===== src/rtl/dm_mover_if.sv =====
// Request/status/memory-port bundle between a requester and the dm_mover block.
interface dm_mover_if #(
  parameter int AW = 10,
  parameter int LW = 9
);
  // request side
  logic          start;
  logic          mode;
  logic [AW-1:0] src_addr;
  logic [AW-1:0] dst_addr;
  logic [LW-1:0] len;
  logic [31:0]   fill_data;
  logic          abort;
  // status side
  logic          ready;
  logic          done;
  logic          err;
  logic          aborted;
  logic [LW-1:0] words_done;
  // data memory port
  logic [AW-1:0] mem_addr;
  logic          mem_we;
  logic [31:0]   mem_din;
  logic [31:0]   mem_dout;

  modport master (
    output start, mode, src_addr, dst_addr, len, fill_data, abort,
    input  ready, done, err, aborted, words_done,
    input  mem_addr, mem_we, mem_din,
    output mem_dout
  );

  modport slave (
    input  start, mode, src_addr, dst_addr, len, fill_data, abort,
    output ready, done, err, aborted, words_done,
    output mem_addr, mem_we, mem_din,
    input  mem_dout
  );
endinterface


===== src/rtl/dm_mover.sv =====
// Word-granular COPY/FILL engine for the data memory port. One word per
// RD+WR pair in COPY, one word per WR cycle in FILL, then a one-cycle done.
module dm_mover #(
  parameter int AW = 10,
  parameter int LW = 9
) (
  input  logic      clk,
  input  logic      rst_n,
  dm_mover_if.slave bus
);

  typedef enum logic [1:0] {IDLE, RD, WR, DONE} state_t;

  localparam logic [LW-1:0] MAX_LEN = {1'b1, {(LW-1){1'b0}}};
  localparam logic [AW-1:0] STEP    = AW'(4);
  localparam logic [LW-1:0] ONE     = LW'(1);

  state_t        state_q, state_d;
  logic [AW-1:0] src_q, src_d, dst_q, dst_d;
  logic [LW-1:0] rem_q, rem_d, wdone_q, wdone_d;
  logic          mode_q, mode_d, err_q, err_d, abt_q, abt_d;
  logic [31:0]   fill_q, fill_d, buf_q, buf_d;

  // State and datapath registers; reset drops any write in flight at once.
  always_ff @(posedge clk or negedge rst_n) begin
    if (!rst_n) begin
      state_q <= IDLE;
      src_q   <= '0;
      dst_q   <= '0;
      rem_q   <= '0;
      wdone_q <= '0;
      mode_q  <= 1'b0;
      err_q   <= 1'b0;
      abt_q   <= 1'b0;
      fill_q  <= '0;
      buf_q   <= '0;
    end else begin
      state_q <= state_d;
      src_q   <= src_d;
      dst_q   <= dst_d;
      rem_q   <= rem_d;
      wdone_q <= wdone_d;
      mode_q  <= mode_d;
      err_q   <= err_d;
      abt_q   <= abt_d;
      fill_q  <= fill_d;
      buf_q   <= buf_d;
    end
  end

  // Next-state logic: accept/validate in IDLE, alternate RD/WR (COPY) or
  // stream WR (FILL), leave early on abort or when the count runs out.
  always_comb begin
    state_d = state_q;
    src_d   = src_q;
    dst_d   = dst_q;
    rem_d   = rem_q;
    wdone_d = wdone_q;
    mode_d  = mode_q;
    err_d   = err_q;
    abt_d   = abt_q;
    fill_d  = fill_q;
    buf_d   = buf_q;
    case (state_q)
      IDLE: begin
        if (bus.start) begin
          src_d   = bus.src_addr;
          dst_d   = bus.dst_addr;
          rem_d   = bus.len;
          mode_d  = bus.mode;
          fill_d  = bus.fill_data;
          wdone_d = '0;
          err_d   = 1'b0;
          abt_d   = 1'b0;
          if ((!bus.mode && bus.src_addr[1:0] != 2'b00) ||
              bus.dst_addr[1:0] != 2'b00 || bus.len > MAX_LEN) begin
            err_d   = 1'b1;
            state_d = DONE;
          end else if (bus.len == '0) begin
            state_d = DONE;
          end else begin
            state_d = bus.mode ? WR : RD;
          end
        end
      end
      RD: begin
        buf_d = bus.mem_dout;
        if (bus.abort) begin
          abt_d   = 1'b1;
          state_d = DONE;
        end else begin
          state_d = WR;
        end
      end
      WR: begin
        wdone_d = wdone_q + ONE;
        dst_d   = dst_q + STEP;
        rem_d   = rem_q - ONE;
        if (!mode_q) src_d = src_q + STEP;
        if (bus.abort) abt_d = 1'b1;
        if (rem_q == ONE || bus.abort) state_d = DONE;
        else                           state_d = mode_q ? WR : RD;
      end
      DONE:    state_d = IDLE;
      default: state_d = IDLE;
    endcase
  end

  // Outputs decode from registered state only; nothing passes through from inputs.
  always_comb begin
    bus.ready      = (state_q == IDLE);
    bus.done       = (state_q == DONE);
    bus.err        = err_q;
    bus.aborted    = abt_q;
    bus.words_done = wdone_q;
    bus.mem_we     = (state_q == WR);
    bus.mem_addr   = '0;
    bus.mem_din    = '0;
    if (state_q == RD) bus.mem_addr = src_q;
    if (state_q == WR) begin
      bus.mem_addr = dst_q;
      bus.mem_din  = mode_q ? fill_q : buf_q;
    end
  end

endmodule

===== src/flat_wrapper.sv =====
// flat-port wrapper written by rule: the top's interface ports become plain ports
module dm_mover_flat 
#(
  parameter int AW = 10,
  parameter int LW = 9
)
  (clk, rst_n, bus_start, bus_mode, bus_src_addr, bus_dst_addr, bus_len, bus_fill_data, bus_abort, bus_ready, bus_done, bus_err, bus_aborted, bus_words_done, bus_mem_addr, bus_mem_we, bus_mem_din, bus_mem_dout);
  dm_mover_if #(.AW(AW), .LW(LW)) bus_i ();
  input  logic clk;
  input  logic rst_n;
  input wire logic [$bits(bus_i.start)-1:0] bus_start;
  input wire logic [$bits(bus_i.mode)-1:0] bus_mode;
  input wire logic [$bits(bus_i.src_addr)-1:0] bus_src_addr;
  input wire logic [$bits(bus_i.dst_addr)-1:0] bus_dst_addr;
  input wire logic [$bits(bus_i.len)-1:0] bus_len;
  input wire logic [$bits(bus_i.fill_data)-1:0] bus_fill_data;
  input wire logic [$bits(bus_i.abort)-1:0] bus_abort;
  output wire logic [$bits(bus_i.ready)-1:0] bus_ready;
  output wire logic [$bits(bus_i.done)-1:0] bus_done;
  output wire logic [$bits(bus_i.err)-1:0] bus_err;
  output wire logic [$bits(bus_i.aborted)-1:0] bus_aborted;
  output wire logic [$bits(bus_i.words_done)-1:0] bus_words_done;
  output wire logic [$bits(bus_i.mem_addr)-1:0] bus_mem_addr;
  output wire logic [$bits(bus_i.mem_we)-1:0] bus_mem_we;
  output wire logic [$bits(bus_i.mem_din)-1:0] bus_mem_din;
  input wire logic [$bits(bus_i.mem_dout)-1:0] bus_mem_dout;
  assign bus_i.start = bus_start;
  assign bus_i.mode = bus_mode;
  assign bus_i.src_addr = bus_src_addr;
  assign bus_i.dst_addr = bus_dst_addr;
  assign bus_i.len = bus_len;
  assign bus_i.fill_data = bus_fill_data;
  assign bus_i.abort = bus_abort;
  assign bus_ready = bus_i.ready;
  assign bus_done = bus_i.done;
  assign bus_err = bus_i.err;
  assign bus_aborted = bus_i.aborted;
  assign bus_words_done = bus_i.words_done;
  assign bus_mem_addr = bus_i.mem_addr;
  assign bus_mem_we = bus_i.mem_we;
  assign bus_mem_din = bus_i.mem_din;
  assign bus_i.mem_dout = bus_mem_dout;
  dm_mover #(.AW(AW), .LW(LW)) u_core (.clk(clk), .rst_n(rst_n), .bus(bus_i));
endmodule

===== config.mk =====
export PLATFORM = sky130hd
export DESIGN_NAME = dm_mover_flat
export DESIGN_NICKNAME = d
export VERILOG_FILES = /design/src/rtl/dm_mover_if.sv /design/src/rtl/dm_mover.sv /design/src/flat_wrapper.sv
export SDC_FILE = /design/constraint.sdc
export NUM_CORES = 1
export LEC_CHECK = 0
export BUFFER_PORTS_ARGS = -buffer_cell sky130_fd_sc_hd__clkbuf_2
export CORE_ASPECT_RATIO = 1.25
export CORE_MARGIN = 4
export CORE_UTILIZATION = 50
export DETAILED_ROUTE_END_ITERATION = 12
export PLACE_DENSITY = 0.8
export SLEW_MARGIN = 20
export SYNTH_ARGS = -nofsm -noshare
export SYNTH_HDL_FRONTEND = slang
export SYNTH_SLANG_ARGS = --single-unit

===== constraint.sdc =====
create_clock -name clk -period 4.1 [get_ports clk]
set_clock_uncertainty 0.1 [all_clocks]
set_input_delay 0.615 -clock clk [delete_from_list [all_inputs] [get_ports clk]]
set_output_delay 0.615 -clock clk [all_outputs]
set_load 0.03 [all_outputs]

==> results of run 1 <==
how the worst max path moves through the flow:
stage | start | to
2_1_floorplan | u_core.state_q[0] | bus_mem_addr[9]
3_3_place_gp | u_core.state_q[0] | u_core.src_q[4]
3_5_place_dp | u_core.state_q[0] | u_core.src_q[4]
4_1_cts | u_core.state_q[0] | u_core.src_q[4]
5_1_grt | u_core.state_q[0] | u_core.src_q[4]
6_report | u_core.state_q[0] | u_core.src_q[4]
metal layers:
layer	vias up	GRT usage, %	wire length, um
li1	2139	-	-
met1	2262	28.6	5570
met2	179	36.8	7100
met3	21	4.59	1090
met4	0	6.56	237
met5	-	0	0
metrics by stage:
| step | area [um^2] | worst slack [ns] |
|---|---|---|
| 6_report | 6710 | 0.999 |
| 2_1_floorplan | 5540 | 1.23 |
| 3_3_place_gp | 6380 | 1.20 |
| 4_1_cts | 6710 | 1.06 |
| 3_5_place_dp | 6380 | 1.10 |
| 5_1_grt | 6710 | 0.744 |
worst max-delay path, delay by kind of cell, from the launching register on:
kind,cells,cell delay (ns)
AOI/OAI and AO/OA,2,0.34
and+or+nand+nor,2,1.27
DFF,1,0.41
buffers and inverters,1,0.12
adders and majority gates,1,0.80
sequential cells by signal (all words and copies together), names as in the netlist:
| signal | flops |
|---|---|
| u_core.buf_q | 32 |
| u_core.fill_q | 32 |
| u_core.dst_q | 10 |
| u_core.src_q | 10 |
| u_core.bus.words_done | 9 |
| u_core.rem_q | 9 |
| u_core.state_q | 2 |
| u_core.bus.aborted | 1 |
| u_core.bus.err | 1 |
| u_core.mode_q | 1 |
synth_stat cells (all sizes together) (2+ instances only):
cell    number  area, um^2
nor2        51         191
a22oi        3        22.5
xor2         2        17.5
a22o        10        87.6
xnor2        4        35.0
nor4         8        65.1
ha           9         113
mux2i       45         450
o31ai        2        15.0
clkbuf      11        41.3
mux2        66         743
o21ai       31         155
nand3       13        65.1
o211ai       2        15.0
nor4b        3        26.3
a21oi       24         120
nor3         9        45.0
nor3b        4        30.0
dfrtp      107        2680
nand2       38         143
or3          2        12.5
buf         25         126
nand4        3        18.8
inv         11        41.3
o22ai       11        68.8
o22a         6        53.8
a31oi        4        25.0
and3         5        31.3
report_power, final:
part | internal, mW | leakage (nW) | switching, mW
Combinational | 1.14 | 1.78 | 1.64
Sequential | 1.57 | 1.27 | 0.417
Clock | 0.556 | 0.156 | 0.394
cells by family after synthesis:
kind of cell               after synthesis  share of synthesized area (%)
muxes                                  111                           21.6
adders and majority gates                9                           2.03
xor gates and xnor gates                 6                          0.949
and+or+nand+nor                        142                           12.2
buffers and inverters                   47                           3.77
AOI/OAI and AO/OA                       99                           11.1
DFF                                    107                           48.4
cell type report:
cell class,instances,area [um^2],area share (%)
timing repair buffer,162,836,12.5
tap,132,165,2.46
clock inverter,5,85.1,1.27
multi-input combinational,367,2660,39.6
sequential,107,2680,40.0
clock buffer,11,243,3.62
inverter,11,41.3,0.616
==> results.txt, run 1 <==
The share of flip-flops with an asynchronous set or reset after synthesis came out at 100%. The run gives 44 as the number of library cell types mapped by synthesis. At the worst endpoint, the arrival time is 3.28 ns.

Leaving out fill and tap cells, the most frequent cells in the layout are 152 x clkbuf_2, 106 x dfrtp_1, 66 x mux2_2, 51 x nor2_1, 45 x mux2i_1. The logs give 925 for the filler cell count in the final layout and 0 for the number of diodes. The number of hold buffers added after CTS was 0.

Setup repair after global routing left no endpoint under its margin. The run gives 3 as the maximum level of the CTS H-tree. From left edge to right edge, the die measures 102 um.

The run gives 795 as the number of standard cells in the final layout excluding fillers. The tools report the worst-case vdd ir drop as 0.410 mV. The final total negative setup slack came out at 0 ns.

At the end of routability-driven placement, the weighted congestion stood at 0.862. Dividing the final minimum period by the clock period gives 75.6%. The via count of the first global-routing pass came out at 4740.

The total iterations of the first detailed-routing run was 5. The run gives 0 as the post-route antenna net violation count. The setup path with the least slack is of type reg2reg.

During synthesis, Yosys emitted a total of 0 warnings. The post-synthesis register bit count came out at 107. The count of vias placed by the detailed router was 4601. After synthesis, the mean cell area works out to 10.6 um^2. Across all register-to-register paths, the minimum setup slack is 1.0 ns. Clock root buffer: clkbuf_16. The analysis attributes to cell leakage a power of 3.21 nW.

Power spread over the standard cell area amounts to 852 nW/um^2. The critical-path cell with the highest stage delay was ha_1. From bottom edge to top edge, the die measures 126 um. For the number of antenna violations at the first check in global routing, the log shows 0. The startpoint identified for the worst register-to-register timing path is u_core.state_q[0]. The maximum net fanout on the critical path was 26; the detailed-route DRC error count was 0.

At the worst endpoint, the required time is 4.28 ns. The tools report the wire length of the first global-routing pass as 22.8 mm. The depth of the worst register-to-register path was 6; the total global-route track usage was 22.0%. The logs give 5540 um^2 for the cell area after synthesis and 0.322 GHz for the maximum operating frequency. Dividing the detail-routed wire length by the instance count gives 17.6 um. Once the floorplan was initialized, standard cells occupied 51.6% of the core. The design draws 5.71 mW.

Final max-slew violation count: 0. The layout overhead on the synthesized area is 21.1%, and the count of max-cap constraint violations is 0. The critical path goes through inv_1 > ha_1 > nand2_2 > nor2_1 > a22o_1 > a21o_1.

The primary flip-flop cell chosen by synthesis mapping is dfrtp_1. In this run, CTS created clock tree buffers numbering 9. The post-cts resize count was 0. In this run the critical register-to-register path is captured at u_core.src_q[4].

For the estimated wirelength of the detail-placed design, the log shows 10.2 mm. For the number of nets at the end of the flow, the log shows 765. The clock transition at the register clock pins on the worst setup and hold paths after CTS is 0.08 ns, and the shortest period the worst path allows is 3.10 ns. The sequential area share after synthesis is 48.4%, and the remaining global-route overflow is 0. For the pin with the worst max-slew slack, the measured transition is 0.956 ns.

Once layout is complete, the utilization of the core stands at 62.5%. STA classifies the critical path endpoint as a flop. The tools report the number of placed instances, taps included as 779. The number of port buffers is 153. The count of mapped cells out of synthesis is 521. Cells with a size suffix above 1 make up 37.7% of the layout.

The number of flops mapped to enable cells by yosys works out to 0. TritonCTS built the clock tree. The worst-case headroom to the max-slew limit is 36.3%.

I/O pin count: 154. In this run the deepest clock path goes through 2 buffers. The region available for standard cell placement spans 10700 um^2. At the later pin of the worst-skew pair, clock insertion delay measures 0.34 ns. The type of the tightest min-delay check is in2async. The tools report the hold violation total from the final report as 0. The routed wire length is 14.0 mm, and the cell row count is 42. The largest single stage delay on the critical path is 0.80 ns.

Clock tree synthesis found a total of 107 sinks. Using the TritonRoute via totals, the vias-per-cell ratio works out to 5.79. For the floorplan die area, the log shows 12800 um^2. The number of setup violations in the final report was 0. STA classifies the critical path startpoint as a flop. Buffers added to address setup during post-CTS repair amount to 0. Entering global routing, the biggest net connects 57 pins.

DRC violation total after the first TritonRoute iteration: 181. For the smallest hold slack, the log shows 0.199 ns. The run finished with clean final reports. Leaving out fill and tap cells, the most frequent cell in the layout is clkbuf_2. The number of nets in the synthesized netlist came out at 628.
No activity file was read; power rests on OpenSTA's default activity.
==> run 2, diff against run 1 <==
Settings changed: ABC_AREA set to 1, CORE_UTILIZATION 50 to 48.
Clock period 4.1 ns to 2.77 ns, I/O delays scaled along.
==> run 2 against run 1 <==
The flow now finishes with violations (hold timing); register-to-register slack got worse by 0.36 ns; final cell count up 29%; utilization fell by 2.4 points; global-route usage is 0.34 points lower; worst setup slack worse by 0.74 ns; power grew 41%; area after synthesis up 1.3%; non-clock buffer count increased by 1; critical path depth unchanged; flip-flop and latch count stayed put; via count increased by 14%.
==> results.txt, run 2 <==
The filler cell count in the final layout is 1062 (was 925). The remaining global-route overflow was 0 (unchanged); the count of mapped cells out of synthesis was 747 (was 521). The maximum number of pins on one net before global-route repair was 57 (unchanged). Classification of the worst setup path: reg2out (was reg2reg). The largest stage delay on the critical path came out at 0.42 ns (was 0.80 ns).

The average cell area after synthesis is 7.50 um^2 (was 10.6 um^2). The post-detailed-placement cell area was 6470 um^2 (was 6380 um^2). The post-synthesis register bit count is 107 (unchanged). Actual slew at the worst max-slew pin: 0.646 ns (was 0.956 ns). The layout overhead on the synthesized area came out at 20.6% (was 21.1%). The cts-stage hold buffer count is 0 (unchanged).

The utilization after layout came out at 60.1% (was 62.5%). The number of nets in the synthesized netlist is 854 (was 628). The logs give 14 (was 0) for the hold violation total from the final report and 5252 (was 4601) for the count of vias placed by the detailed router. Setup repair after global routing left no endpoint under its margin. TritonCTS built the clock tree. Total global-route track usage: 21.6% (was 22.0%). The post-cts resize count is 0 (unchanged), and the final max-slew violation count is 0 (unchanged). The tools report the cell row count as 43 (was 42). The wire length of the first global-routing pass is 24.1 mm (was 22.8 mm).

The area share of the largest cell type after synthesis was 47.8% (was 48.4%). The number of buffers created by CTS was 9 (unchanged); the floorplan die area was 13500 um^2 (was 12800 um^2). The number of buffers between clock root and the deepest sink is 2 (unchanged). The cell area after synthesis came out at 5610 um^2 (was 5540 um^2). The critical-path cell with the highest stage delay is dfrtp_1 (was ha_1).

The run finished, with violations left. The number of flops mapped to enable cells by yosys was 0 (unchanged); the number of antenna violations at the first check in global routing was 0 (unchanged). The share of flip-flops with an asynchronous set or reset after synthesis was 100% (unchanged). Dividing the final minimum period by the clock period gives 90.7%. The most common cell after layout, fill and taps aside is nand2_1 (was clkbuf_2).

Number of library cell types mapped by synthesis: 34 (was 44). The clock group share of total power is 15.6% (was 16.6%). The maximum net fanout on the critical path is 51 (was 26). For the number of setup violations in the final report, the log shows 0 (unchanged). The tools report the critical path endpoint category as a primary output (was a flop). The logs give 33.2% (was 34.7%) for the proportion of power drawn by flip-flops and latches and -0.0104 ns (was 0.199 ns) for the smallest hold slack.

The initial standard-cell utilization of the core came out at 49.8% (was 51.6%). The number of diodes was 0 (unchanged). The checks that failed: hold timing. The count of buffers added by post-CTS timing repair for setup was 0 (unchanged).

Clock network latency to the later pin of the worst-skew pair: 0.34 ns (about the same). The worst-case vdd ir drop was 0.547 mV (was 0.410 mV); the number of nets at the end of the flow was 992 (was 765). The wire length per cell after detailed routing is 13.8 um (was 17.6 um).

Kind of launch point of the worst setup path: a flop (unchanged). The cell with the most instances after synthesis was nand2_1 (was dfrtp_1). The power density over cell area was 1190 nW/um^2 (was 852 nW/um^2); the total iterations of the first detailed-routing run was 4 (was 5).

Weighted congestion at the end of routability-driven global placement: 0.861 (was 0.862). Switching portion of total power: 48.1% (was 43.0%). The clock root buffer was clkbuf_16 (unchanged). The mean number of vias per cell was 5.12 (was 5.79). Cell type with the largest total area after synthesis: dfrtp_1 (unchanged).

For the estimated wirelength of the detail-placed design, the log shows 10.3 mm (was 10.2 mm). Data arrival at the endpoint of the critical path: 2.00 ns (was 3.28 ns). For this run, the top clock speed supported by timing is 0.398 GHz. The primary flip-flop cell chosen by synthesis mapping was dfrtp_1 (unchanged). List of most frequent post-synthesis cells: 254 x nand2_1, 107 x dfrtp_1, 92 x o21ai_0 (was 107 x dfrtp_1, 66 x mux2_2, 51 x nor2_1). The number of port buffers works out to 153 (unchanged).

Top cells by area in the synthesized netlist: dfrtp_1 48%, nand2_1 17%, o21ai_0 8.2%, inv_1 5.5%, a21oi_1 3.7% (was dfrtp_1 48%, mux2_2 13%, mux2i_1 8.1%, nor2_1 3.5%, o21ai_0 2.8%). The leakage power total is 3.63 nW (was 3.21 nW), and the core box area is 11200 um^2 (was 10700 um^2). Largest registers: u_core.buf_q: 32 flops, u_core.fill_q: 32 flops (unchanged). The type of the tightest min-delay check is in2async (unchanged).

Commonest cells after routing, fill and taps aside: 254 x nand2_1, 152 x clkbuf_2, 107 x dfrtp_1, 92 x o21ai_0, 82 x inv_1 (was 152 x clkbuf_2, 106 x dfrtp_1, 66 x mux2_2, 51 x nor2_1, 45 x mux2i_1). The run gives 4.17 mW (was 3.26 mW) as the internal portion of total power. Die extent in y: 129 um (was 126 um). The clock transition at the register clock pins on the worst setup and hold paths after CTS is 0.08 ns (about the same). The I/O pin count is 154 (unchanged), and the sequential area share after synthesis is 47.8% (was 48.4%). For the final total negative setup slack, the log shows 0 ns (unchanged). The final worst setup slack is 0.257 ns (was 0.999 ns), and the shortest period the worst path allows is 2.51 ns.

The logs give 107 (unchanged) for the clock sink total and 14.1 mm (was 14.0 mm) for the routed wire length. The detailed-route DRC error count was 0 (unchanged). The post-route antenna net violation count was 0 (unchanged). The share of power burned in combinational logic came out at 51.2% (was 48.6%).

The net switching power of the design came out at 3.87 mW (was 2.45 mW). The DRC violation total after the first TritonRoute iteration is 192 (was 181). The count of max-cap constraint violations is 0 (unchanged), and the data required time at the worst endpoint is 2.25 ns (was 4.28 ns). The run gives 0 (unchanged) as the count of yosys warnings during synthesis.

The layout cell share with drive strength beyond 1 came out at 22.4% (was 37.7%). The tools report the pre-CTS setup slack as 0.629 ns (was 1.10 ns). Post-layout instance area: 6760 um^2 (was 6710 um^2). For the maximum level of the CTS H-tree, the log shows 3 (unchanged). The via count of the first global-routing pass was 5201 (was 4740); the width of the die was 105 um (was 102 um).

Ordered list of cells on the worst path: inv_1 > ha_2 > buf_12 > o21ai_0 > a21oi_1 > clkbuf_2 (was inv_1 > ha_1 > nand2_2 > nor2_1 > a22o_1 > a21o_1). The worst-case headroom to the max-slew limit came out at 56.9% (was 36.3%).
## run 2: cell types whose count changed in the layout (fill, tap and decap cells not counted), sizes merged, moves of 10 or more
cell	before	now
nand3	13	29
o21ai	31	102
mux2i	45	0
a22o	10	0
inv	12	90
nand2	38	259
a21oi	24	42
mux2	66	0
nor2	51	41
## run 2: kinds of logic after synthesis
group / share of synthesized area [%]
flip-flops: 47.8
XOR/XNOR: 0.625
buffers and inverters: 9.40
adder cells (fa/ha/maj): 2.01
AO/OA/AOI/OAI: 15.7
AND/OR/NAND/NOR: 24.5
## run 2: path summary, 6_finish.rpt
kind / startpoint / to / slack (ns) / depth (start not counted)
worst max-delay path: u_core.state_q[0] / bus_mem_din[21] / 0.26 / 6
worst min-delay path: rst_n / u_core.src_q[3] / -0.01 / 1
worst max register to register: u_core.state_q[0] / u_core.state_q[1] / 0.64 / 6
worst min register to register: u_core.fill_q[31] / u_core.fill_q[31] / 0.38 / 2
max in group asynchronous: rst_n / u_core.buf_q[15] / 1.98 / 2
min in group clk: bus_fill_data[18] / u_core.fill_q[18] / 0.16 / 3
## run 2: stage by stage
step / instances / power, mW
2_1_floorplan: 747 / 5.77
3_3_place_gp: 1009 / 6.73
3_5_place_dp: 1009 / 6.83
4_1_cts: 1025 / 8.11
5_1_grt: 1025 / 8.76
6_report: 1025 / 8.04
## run 2: critical path, delay by kind of cell, from the launching register on
family                     cells  cell delay (ns)
adders and majority gates      1             0.32
buffers and inverters          3             0.61
AOI/OAI and AO/OA              2             0.29
DFF                            1             0.42
## run 2: area by class of cell
type / count / area [um^2] / share of cell area, %
multi-input cells: 517 / 2410 / 35.6
well taps: 135 / 169 / 2.50
repair buffers: 163 / 893 / 13.2
clock buffers: 10 / 229 / 3.39
flip-flops and latches: 107 / 2680 / 39.6
clock inverters: 6 / 57.6 / 0.851
inverters: 87 / 329 / 4.87
## run 2: power by group through the flow
stage,Sequential [mW],Combinational [mW],Clock (mW)
5_1_grt,2.75,4.65,1.35
3_5_place_dp,2.69,4.14,0
6_report,2.67,4.11,1.26
4_1_cts,2.67,4.16,1.28
3_3_place_gp,2.66,4.07,0
2_1_floorplan,2.65,3.11,0
## run 2: layer usage
layer	vias to the layer above	GRT usage [%]	part of all wire (%)
met3	13	5.77	8.3
met5	-	0	0
met1	2426	27.3	42
met2	163	36.6	48
met4	0	6.95	1.4
li1	2650	-	-
==> run 3, diff against run 2 <==
Settings changed: CORE_UTILIZATION 48 to 49, CTS_BUF_LIST set to sky130_fd_sc_hd__clkbuf_2, PLACE_DENSITY 0.8 to 0.81.
==> run 3 against run 2 <==
The run now ends clean; non-clock buffer count increased by 95; die area fell by 1.9%; via count grew 13%; sequential power hardly changed; critical path type unchanged; critical endpoint is now bus_mem_din[25].
==> results.txt, run 3 (synthesis results as in run 2) <==
The cell row count came out at 43 (unchanged). The maximum operating frequency came out at 0.371 GHz (was 0.398 GHz). The classification of the worst setup path is reg2out (unchanged).

The number of buffers between clock root and the deepest sink is 2 (unchanged), and the layout overhead on the synthesized area is 34.7% (was 20.6%). The tools report the weighted congestion at the end of routability-driven global placement as 0.814 (was 0.861). Die extent in y: 128 um (was 129 um).

Number of standard cells in the final layout excluding fillers: 1121 (was 1025). The clock root buffer was clkbuf_2 (was clkbuf_16). The tools report the number of antenna violations at the first check in global routing as 1 (was 0). The width of the die works out to 104 um (was 105 um).

For the DRC violation total after the first TritonRoute iteration, the log shows 349 (was 192). Largest registers: u_core.buf_q: 32 flops, u_core.fill_q: 32 flops (unchanged). The tools report the smallest hold slack as 0.0345 ns (was -0.0104 ns). The worst-case vdd ir drop was 0.567 mV (was 0.547 mV). For the post-detailed-placement cell area, the log shows 6460 um^2 (was 6470 um^2). The logs give 10.3 mm (about the same) for the estimated wirelength of the detail-placed design and 2.18 ns (was 2.00 ns) for the data arrival at the endpoint of the critical path.

Maximum level of the CTS H-tree: 3 (unchanged). The clock network latency to the later pin of the worst-skew pair is 0.60 ns (was 0.34 ns), and the largest stage delay on the critical path is 0.48 ns (was 0.42 ns). The initial standard-cell utilization of the core is 50.3% (was 49.8%). The run gives 873 (was 1062) as the filler cell count in the final layout. Leakage power total: 3.97 nW (was 3.63 nW). TritonCTS built the clock tree. The number of nets at the end of the flow is 1087 (was 992).

Ordered list of cells on the worst path: inv_1 > ha_4 > buf_12 > o21ai_0 > a21oi_1 > clkbuf_2 (was inv_1 > ha_2 > buf_12 > o21ai_0 > a21oi_1 > clkbuf_2). The maximum net fanout on the critical path is 32 (was 51), and the multi-input combinational cell area is 2420 um^2 (was 2410 um^2). The clock transition at the register clock pins on the worst setup and hold paths after CTS works out to 0.29 ns (was 0.08 ns).

The wire length per cell after detailed routing came out at 15.7 um (was 13.8 um). The logs give 28.3 mm (was 24.1 mm) for the wire length of the first global-routing pass and 0 (unchanged) for the final max-slew violation count. The layout cell share with drive strength beyond 1 is 21.6% (was 22.4%), and the number of port buffers is 153 (unchanged). The shortest period the worst path allows is 2.70 ns (was 2.51 ns), and the total iterations of the first detailed-routing run is 6 (was 4). The post-route antenna net violation count is 0 (unchanged), and the sequential cell area in the final layout is 2680 um^2 (unchanged). The type of the tightest min-delay check was in2reg (was in2async).

The detailed-route DRC error count is 0 (unchanged), and the number of setup violations in the final report is 0 (unchanged). The actual slew at the worst max-slew pin works out to 0.739 ns (was 0.646 ns). The flow ran to the end, and the final reports show no timing, DRC or antenna violations. The maximum number of pins on one net before global-route repair is 67 (was 57), and the total global-route track usage is 26.1% (was 21.6%). The hold violation total from the final report came out at 0 (was 14).

The logs give 0 ns (unchanged) for the final total negative setup slack and 5998 (was 5201) for the via count of the first global-routing pass. Power density over cell area: 1060 nW/um^2 (was 1190 nW/um^2). The run gives 5952 (was 5252) as the count of vias placed by the detailed router. For the post-layout instance area, the log shows 7550 um^2 (was 6760 um^2).

For the data required time at the worst endpoint, the log shows 2.25 ns (about the same). The critical-path cell with the highest stage delay is dfrtp_1 (unchanged). The number of placed instances, taps included was 1010 (was 1009); the final cycle utilization of the critical path was 97.4% (was 90.7%).

The floorplan die area was 13200 um^2 (was 13500 um^2). The tools report the critical path endpoint category as a primary output (unchanged). The tools report the clock sink total as 107 (unchanged).

Commonest cells after routing, fill and taps aside: 253 x nand2_1, 158 x clkbuf_2, 107 x dfrtp_1, 92 x o21ai_0, 84 x dlygate4sd3_1 (was 254 x nand2_1, 152 x clkbuf_2, 107 x dfrtp_1, 92 x o21ai_0, 82 x inv_1). The most common cell after layout, fill and taps aside was nand2_1 (unchanged). The I/O pin count was 154 (unchanged). The worst-case headroom to the max-slew limit came out at 50.7% (was 56.9%). The tools report the kind of launch point of the worst setup path as a flop (unchanged). The mean number of vias per cell works out to 5.31 (was 5.12). The core box area was 11100 um^2 (was 11200 um^2); the number of buffers created by CTS was 9 (unchanged). The run gives 17.6 mm (was 14.1 mm) as the routed wire length. The logs give 0 (unchanged) for the remaining global-route overflow and 0 (unchanged) for the count of max-cap constraint violations.
-- run 3: changes by cell type in the layout (fill, tap and decap cells not counted), sizes merged --
cell	delta
dlygate4sd3	+84
buf	+13
clkbuf	-2
clkinvlp	+2
inv	-2
diode	+1
-- run 3: per-stage QoR --
step / power, mW / setup slack [ns] / util, %
6_report: 7.99 / 0.0722 / 67.8
5_1_grt: 8.60 / -0.0101 / 67.8
4_1_cts: 7.68 / -0.00499 / 66.8
3_5_place_dp: 6.82 / 0.442 / 58.0
3_3_place_gp: 6.71 / 0.531 / 58.0
2_1_floorplan: 5.77 / 0.262 / -
-- run 3: worst max-delay path, delay by kind of cell, from the launching register on --
kind                       cells  cell delay [ns]
DFF                            1             0.48
buffers and inverters          3             0.58
AOI/OAI and AO/OA              2             0.31
adders and majority gates      1             0.23
-- run 3: power breakdown --
part,internal (mW),switching (mW)
clock network,0.145,0.571
registers,2.27,0.416
logic,1.48,3.11
-- run 3: final cells by class --
class                   instances  area share [%]
flip-flops and latches        107            35.5
multi-input cells             517            32.1
repair buffers                258            24.3
inverters                      87            4.41
well taps                     135            2.24
clock inverters                 6           0.812
clock buffers                  10           0.663
diodes                          1          0.0331
-- run 3: path summary, 6_finish.rpt --
check	from	to	slack [ns]	cells after the start
hold / removal	bus_dst_addr[2]	u_core.dst_q[2]	0.03	3
hold reg to reg	u_core.rem_q[6]	u_core.rem_q[6]	0.42	2
min in group asynchronous	rst_n	u_core.fill_q[6]	0.25	2
setup reg to reg	u_core.state_q[0]	u_core.src_q[6]	0.61	9
max in group asynchronous	rst_n	u_core.fill_q[23]	1.58	3
setup / recovery	u_core.state_q[0]	bus_mem_din[25]	0.07	6
-- run 3: layer usage --
| metal | vias up | share of wire [%] | GRT usage, % |
|---|---|---|---|
| li1 | 2855 | - | - |
| met1 | 2734 | 40 | 31.5 |
| met2 | 315 | 50 | 46.4 |
| met3 | 48 | 8.2 | 5.91 |
| met4 | 0 | 2.2 | 9.15 |
| met5 | - | 0 | 0 |
-- run 3: repair_timing --
item,4_1_cts,5_1_grt
cloned,0,1
endpoints found under the hold margin,135,1
endpoints found under the setup margin,34,39
hold buffers,83,1
buffers inserted,3,6
resized for setup,6,10
